### src/rtl/fp_add_issuer.sv
// Initiator-side issuer for the FP adder: buffers operand pairs, issues one at a time,
// masks stale ResultValid for SETTLE cycles, and converts a hung operation into a flagged NaN.
module fp_add_issuer #(
    parameter int DEPTH   = 4,
    parameter int SETTLE  = 2,
    parameter int TIMEOUT = 64
) (
    input  logic                       Clock,
    input  logic                       Reset,
    input  logic                       InValid,
    output logic                       InReady,
    input  logic [31:0]                InOp1,
    input  logic [31:0]                InOp2,
    output logic                       OutValid,
    input  logic                       OutReady,
    output logic [31:0]                OutResult,
    output logic                       OutTimeout,
    output logic [31:0]                AddOp1,
    output logic [31:0]                AddOp2,
    output logic                       AddInputValid,
    input  logic [31:0]                AddResult,
    input  logic                       AddResultValid,
    output logic                       Busy,
    output logic [$clog2(DEPTH+1)-1:0] Count
);
    localparam int CW   = $clog2(DEPTH + 1);
    localparam int PW   = $clog2(DEPTH);
    localparam int TMAX = (TIMEOUT > SETTLE) ? TIMEOUT : SETTLE;
    localparam int TW   = $clog2(TMAX + 1);
    localparam logic [31:0] QNAN = 32'h7FC0_0000;

    typedef enum logic [2:0] {S_IDLE, S_ISSUE, S_SETTLE, S_WAIT, S_HOLD} state_e;

    state_e        state_q, state_d;
    logic [63:0]   mem_q [DEPTH];
    logic [PW-1:0] wr_ptr_q, rd_ptr_q;
    logic [CW-1:0] count_q, count_d;
    logic [TW-1:0] timer_q, timer_d;
    logic [31:0]   op1_q, op1_d, op2_q, op2_d, result_q, result_d;
    logic          out_valid_q, out_valid_d, timeout_q, timeout_d, issue_q;
    logic          push, pop;

    // Full is judged on the registered count alone, so a same-cycle pop never frees a slot.
    assign InReady = count_q < CW'(DEPTH);
    assign push    = InValid & InReady;
    assign count_d = count_q + CW'(push) - CW'(pop);

    // NOTE: the operand storage has no reset; Count gates every read, so stale entries are never seen.
    always_ff @(posedge Clock) begin
        if (push) mem_q[wr_ptr_q] <= {InOp1, InOp2};
    end

    always_comb begin
        // NOTE: every signal gets its hold value first so no branch can leave one unassigned (no latch).
        state_d     = state_q;
        timer_d     = timer_q;
        op1_d       = op1_q;
        op2_d       = op2_q;
        result_d    = result_q;
        timeout_d   = timeout_q;
        out_valid_d = out_valid_q;
        pop         = 1'b0;
        case (state_q)
            S_IDLE: begin
                if (count_q != '0) begin
                    {op1_d, op2_d} = mem_q[rd_ptr_q];
                    pop            = 1'b1;
                    state_d        = S_ISSUE;
                end
            end
            S_ISSUE: begin
                timer_d = '0;
                state_d = (SETTLE == 0) ? S_WAIT : S_SETTLE;
            end
            S_SETTLE: begin
                if (timer_q == TW'(SETTLE - 1)) begin
                    timer_d = '0;
                    state_d = S_WAIT;
                end else begin
                    timer_d = timer_q + 1'b1;
                end
            end
            S_WAIT: begin
                if (AddResultValid) begin
                    result_d    = AddResult;
                    timeout_d   = 1'b0;
                    out_valid_d = 1'b1;
                    state_d     = S_HOLD;
                end else if (timer_q == TW'(TIMEOUT - 1)) begin
                    // This is the TIMEOUT-th WAIT cycle without a result.
                    result_d    = QNAN;
                    timeout_d   = 1'b1;
                    out_valid_d = 1'b1;
                    state_d     = S_HOLD;
                end else begin
                    timer_d = timer_q + 1'b1;
                end
            end
            S_HOLD: begin
                if (OutReady) begin
                    out_valid_d = 1'b0;
                    state_d     = S_IDLE;
                end
            end
            default: state_d = S_IDLE;
        endcase
    end

    // NOTE: state registers use non-blocking assignment so every flop samples pre-edge values.
    always_ff @(posedge Clock) begin
        if (Reset) begin
            state_q     <= S_IDLE;
            wr_ptr_q    <= '0;
            rd_ptr_q    <= '0;
            count_q     <= '0;
            timer_q     <= '0;
            op1_q       <= '0;
            op2_q       <= '0;
            result_q    <= '0;
            timeout_q   <= 1'b0;
            out_valid_q <= 1'b0;
            issue_q     <= 1'b0;
        end else begin
            state_q     <= state_d;
            count_q     <= count_d;
            timer_q     <= timer_d;
            op1_q       <= op1_d;
            op2_q       <= op2_d;
            result_q    <= result_d;
            timeout_q   <= timeout_d;
            out_valid_q <= out_valid_d;
            issue_q     <= (state_d == S_ISSUE);
            if (push) wr_ptr_q <= wr_ptr_q + 1'b1;
            if (pop)  rd_ptr_q <= rd_ptr_q + 1'b1;
        end
    end

    assign AddOp1        = op1_q;
    assign AddOp2        = op2_q;
    assign AddInputValid = issue_q;
    assign OutValid      = out_valid_q;
    assign OutResult     = result_q;
    assign OutTimeout    = timeout_q;
    assign Busy          = (state_q != S_IDLE);
    assign Count         = count_q;

endmodule
### config.mk
export PLATFORM = sky130hd
export DESIGN_NAME = fp_add_issuer
export DESIGN_NICKNAME = d
export VERILOG_FILES = /design/src/rtl/fp_add_issuer.sv
export SDC_FILE = /design/constraint.sdc
export NUM_CORES = 1
export LEC_CHECK = 0
export CORE_ASPECT_RATIO = 0.7
export CORE_UTILIZATION = 55
export CTS_BUF_LIST = sky130_fd_sc_hd__clkbuf_8
export CTS_CLUSTER_SIZE = 10
export DETAILED_ROUTE_END_ITERATION = 6
export MAX_ROUTING_LAYER = met4
export PLACE_DENSITY = 0.8
export SYNTH_ARGS = -nofsm -noshare
export SYNTH_HDL_FRONTEND = slang
export SYNTH_SLANG_ARGS = --single-unit
### constraint.sdc
create_clock -name Clock -period 3.05 [get_ports Clock]
set_input_delay 0.305 -clock Clock [delete_from_list [all_inputs] [get_ports Clock]]
set_output_delay 0.305 -clock Clock [all_outputs]
set_load 0.03 [all_outputs]
# Yosys cells after proc, flatten, opt, wreduce, memory -nomap -nowiden
# Memories as Yosys holds them, arrays and structs flattened. A register that Yosys moved wholly into a read port is not among the register bits.
# Index checks and enable logic that the tools add are counted.
[word_totals] ff_bits=52 latch_bits=0 mem_bits_rw=256 rom_bits=0 in_bits=101 elab_cells=59 n_memories=1
[classes] addsub=5 multipliers=0 div_mod_pow=0 magnitude_cmp=1 eq_ne=11 shift=0 n_mux=21 n_bitwise=1 n_reduce_logical=10
[memory_table] name="mem_q" depth=4 width=64 rd=1 rd_ports_with_merged_regs=1 write_ports=1 line_no="35" text="logic [63:0] mem_q [DEPTH];"
[op_table] op="32-bit 2-to-1 mux" count=2
[op_table] op="7-bit 2-to-1 mux" count=3
[op_table] op="7-bit one-hot mux with 3 select lines" count=1
[op_table] op="3-bit 2-to-1 mux" count=5
[op_table] op="3-bit one-hot mux with 5 select lines" count=1
[op_table] op="3-bit nonzero test" count=3
[op_table] op="1-bit 2-to-1 mux" count=8
[op_table] op="7-bit by 1-bit adder with 7-bit output (second input constant)" count=1
[op_table] op="7-bit by 1-bit equality test with 1-bit output (second input constant)" count=1
[op_table] op="7-bit by 6-bit equality test with 1-bit output (second input constant)" count=1
[op_table] op="3-bit by 1-bit equality test with 1-bit output (second input constant)" count=2
[op_table] op="3-bit by 2-bit equality test with 1-bit output (second input constant)" count=2
[op_table] op="2-bit != test (second input constant)" count=3
[op_table] op="3-bit AND reduction" count=2
[op_table] op="2-bit by 1-bit adder with 2-bit output (second input constant)" count=2
[op_table] op="2-bit AND reduction" count=2
[op_table] op="2-bit nonzero test" count=2
[op_table] op="3-bit by 1-bit adder with 3-bit output" count=1
[op_table] op="3-bit equality test (second input constant)" count=1
[op_table] op="3-bit zero test" count=1
[op_table] op="3-bit < comparator (second input constant)" count=1
[op_table] op="3-bit != test (second input constant)" count=1
[op_table] op="3-bit by 1-bit subtractor with 3-bit output" count=1
[op_table] op="1-bit one-hot mux with 2 select lines" count=1
[op_table] op="1-bit bitwise AND" count=1

# Longest topological paths before layout
[logic_depth] word_depth=5 ltp_mapped=12

# Worst setup path before layout
# Ideal clock, no wire load.
[synth_timing] kind="register -> register" from="register count_q[2], in the netlist Count[2]" to="memory mem_q[1][0] (enable)" setup_ns=0.429 t_arrival_ns=2.347 slack_ns=0.274 path_stages_with_launch=4 period_less_slack_ns=2.776 path_cell_list="dfxtp_1 nor2b_1 clkbuf_1 and2_1"
[synth_between] elab_chain_len=4
[synth_lines] element="start, declared" line_no="37" text="logic [CW-1:0] count_q, count_d;"
[synth_lines] element="start signal, assigned" line_no="125" text="count_q <= count_d;"
[synth_lines] element="3-bit < comparator" line_no="44" text="assign InReady = count_q < CW'(DEPTH);"
[synth_lines] element="1-bit bitwise AND" line_no="45" text="assign push = InValid & InReady;"
[synth_lines] element="1-bit 2-to-1 mux" line_no="50" text="if (push) mem_q[wr_ptr_q] <= {InOp1, InOp2};"
[synth_lines] element="1-bit 2-to-1 mux (not written as such)" line_no="50"
[synth_lines] element="end, declared" line_no="35"
# No other way between the ends.

# Final worst setup path
[layout_timing] from="register state_q[0]" to="output Busy"
[layout_between] elab_chain_len=1
[layout_lines] element="start, declared" line_no="34" text="state_e state_q, state_d;"
[layout_lines] element="start signal, assigned" line_no="124" text="state_q <= state_d;"
[layout_lines] element="3-bit nonzero test" line_no="144" text="assign Busy = (state_q != S_IDLE);"
[layout_lines] element="end, declared" line_no="23" text="output logic Busy,"
# No other way between the ends.

==> results.md <==
* Met1 Track Usage GR at 0.326
* Total GRT Usage at 0.231
* Std-Cell Core Area at 0.0246 mm^2
* Vias in the first global route at 7,933
* Routed WL per cell at 19.4 um
* Die area at 0.0257 mm^2
* Pwr/cell area at 909 mW/mm^2
* Synth area leaders: edfxtp_1 56%, dfxtp_1 17%, mux4_2 10%
* Die Ht at 134 um
* P&R area growth vs syn at 25.4%
* VDD IR max at 0.974 mV
* Routed wire length at 28.4 mm
* Hold-critical path depth at 3
* CTS sink count at 372
* Post-CTS Setup Bufs at 0
* Post-synth EDFFs at 256
* Synth Register Bits at 372
* GRT busiest layer: met2
* CP max-delay cell: clkdlybuf4s50_1
* R2R setup slack at 0.81 ns
* Switching share of total power at 0.330
* Final period utilization at 0.755
* Top FF cell, synth: edfxtp_1
* Net Sw Power at 5190 uW
* Slew Limit Fails at 0
* Tot Pwr at 15,700 uW
* Post-synthesis async set-or-reset flop share at 0
* Worst reg2reg path depth at 10
* Met2 usage at 0.347
* Initial Utilization at 0.559
* Critical path fanouts, max at 9
* First-pass GRT wire length at 43.7 mm
* Grt ovf at 0
* Comb pwr share at 0.316
* CTS H-tree lvls at 2
* Hold Startpoint: AddResult[4]
* Residual DRC at 0
* DP Area at 0.0161 mm^2
* Port buffer count at 204
* R2r startpoint: Count[1]$_SDFF_PP0_
* CTS root buf: clkbuf_8
* CTS clk-pin slew, worst paths at 0.06 ns
* Placer Congestion at 0.775
* Max cap viols at 0
* Synthesized cell area at 0.0138 mm^2
* Initial antenna violation count at 1
* Critical-path cell list: nor3_4 -> inv_1 -> clkdlybuf4s50_1
* CTS tree: done
* Worst R2R End: Count[2]$_SDFF_PP0_
* FP Rows at 48
* Leak at 0.00578 uW
* Synth cell types at 51
* Worst Path Arrival at 2.00 ns
* GR Layer Usage met3 at 0.0502
* Share of the synthesized area in the top cell type at 0.558
* Later-pin clock latency in the skew report at 0.58 ns
* IO Count at 205
* Final setup viols at 0
* WP data required at 2.74 ns
* Post-route ant nets at 0
* Critical path's largest stage delay at 0.61 ns
* Endpoint, Worst Hold: OutResult[4]$_SDFFE_PP0P_
* Final hold viol count at 0
* Slew HR at 0.429
* First-pass DRT Iterations at 5
* Via count at 8,069
* Clk buf depth at 3
* Fin area at 0.0173 mm^2
* Fin crit period at 2.30 ns
* Net Count, Synth at 977
* Sequential power share at 0.430
* Die width at 191 um
* Yosys warns at 0
* Int Pwr at 10,500 uW
* Pin count of the biggest net entering global routing at 66
* Mapped Cells at 867
* Multi-input logic area at 0.00340 mm^2
* RSZ-0062 raised after global routing: false
* Drt initial violations at 590
* Outcome: finished clean
* Register area share after synthesis at 0.727
* Average cell area after synthesis at 15.9 um^2
* Synth area leader: edfxtp_1
* Final layout net count at 1,203
* Layout cells sized above 1 at 0.164
* Hold Crit Class: in2reg
* Fmax at 434 MHz
* Crit path capture type: output pin
* DP Wirelength at 17.6 mm
* Total CTS buffers at 52
* Worst Clk Skew at 0.0195 ns
* FF+latch area at 0.0100 mm^2
* Fillers at 1,598
* Clock Power Share at 0.255
* Kind of start point of the critical path: flop
* Slew of the pin with the lowest slew margin at 0.857 ns
* DR vias/cell at 5.52
* Fin Setup TNS at 0 ns
* Critical path class: reg2out
==> through the flow <==
step | setup WS (ns) | hold WS, ns | std cells | util
after floorplan | 0.274 | 0.404 | 867 | -
after global placement | 0.625 | 0.443 | 1363 | 0.655
after detailed placement | 0.587 | 0.447 | 1363 | 0.655
after CTS | 0.711 | 0.255 | 1462 | 0.701
after global routing | 0.629 | 0.270 | 1463 | 0.701
final | 0.746 | 0.291 | 1463 | 0.701
==> per-layer routing <==
metal  up-vias  wire [um]  share of wire
li1       3726          -              -
met1      3966      12600           0.44
met2       334      13100           0.46
met3        43       2330          0.082
met4         0        374          0.013
met5         -          0              0
==> state kept, by name, indices dropped and copies added (netlist names), 3 cells and up <==
signal,cells
AddOp1,32
state_q,3
timer_q,7
AddOp2,32
OutResult,32
Count,3
mem_q,256
==> layout by cell type, fill, tap and decap left out, types with 2 or more instances in the layout <==
| master | instances |
|---|---|
| edfxtp_1 | 256 |
| clkdlybuf4s50_1 | 203 |
| nand2_1 | 158 |
| dfxtp_1 | 114 |
| a21oi_1 | 94 |
| clkbuf_8 | 65 |
| mux4_2 | 64 |
| inv_1 | 34 |
| o21ai_0 | 15 |
| o21ai_1 | 10 |
| buf_4 | 10 |
| o221a_2 | 9 |
| nand3_1 | 8 |
| ha_1 | 8 |
| nor2_1 | 7 |
| clkinv_1 | 7 |
| buf_12 | 7 |
| and2_4 | 4 |
| xnor2_1 | 4 |
| a22oi_1 | 4 |
| o32ai_1 | 4 |
| nor2b_1 | 3 |
| nor2_2 | 3 |
| and3_1 | 3 |
| bufinv_16 | 3 |
| nand2b_1 | 2 |
| or3_1 | 2 |
| o211ai_2 | 2 |
| clkinv_2 | 2 |
| dfxtp_4 | 2 |
==> how the worst max path moves through the flow <==
stage / to / from / cells past startpoint / slack, ns
after floorplan: mem_q[1][0]$_DFFE_PP_ / Count[2]$_SDFF_PP0_ / 3 / 0.27
after global placement: Count[2]$_SDFF_PP0_ / InValid / 10 / 0.62
after detailed placement: Count[2]$_SDFF_PP0_ / InValid / 10 / 0.59
after CTS: Busy / state_q[0]$_SDFF_PP0_ / 3 / 0.71
after global routing: Busy / state_q[0]$_SDFF_PP0_ / 3 / 0.63
final: Busy / state_q[0]$_SDFF_PP0_ / 3 / 0.75
==> cells in the mapped netlist, types with 3 or more instances <==
master,n
mux4_2,64
buf_4,11
inv_1,17
nand2_1,158
and2_1,4
buf_2,7
clkbuf_1,21
o21ai_0,15
and3_1,3
o21ai_1,10
ha_1,8
a21oi_1,94
nor2_2,3
o32ai_1,4
o221a_2,9
nor2b_1,3
buf_6,10
a22oi_1,4
nand3_1,8
dfxtp_1,116
xnor2_1,4
edfxtp_1,256
nor2_1,7
==> logic make-up after synthesis <==
family / Yosys count / synth area share
flip-flops: 372 / 0.727
AND/OR/NAND/NOR: 203 / 0.0651
AO/OA/AOI/OAI: 147 / 0.0642
buffers and inverters: 67 / 0.0273
multiplexers: 64 / 0.105
adder cells (fa/ha/maj): 9 / 0.00872
XOR/XNOR: 5 / 0.00318
==> repair_timing <==
item                      CTS  global route
hold endpoints to repair    4             0
gates resized for setup     0             0
hold buffers                1             0
==> power by group through the flow <==
stage,combinational (uW),sequential (uW),clock [uW]
2_1_floorplan,2580,7550,0
3_3_place_gp,4920,6830,0
3_5_place_dp,4990,6870,0
4_1_cts,5010,6770,4090
5_1_grt,5320,6860,4310
6_report,4960,6750,4000
==> final cells by class <==
type                            instances  area share
Inverter                               18     0.00391
Clock inverter                         33      0.0131
Tap cell                              325      0.0235
Sequential cell                       372       0.580
Antenna cell                            1    0.000145
Clock buffer                           65      0.0518
Multi-Input combinational cell        428       0.197
Timing Repair Buffer                  221       0.131
==> worst max-delay path, delay by kind of cell, from the launching register on <==
kind / cells / cell delay (ns)
buffers and inverters: 2 / 0.71
and+or+nand+nor: 1 / 0.31
DFF: 1 / 0.42
Note: power is estimated with default switching activity, not from simulation.
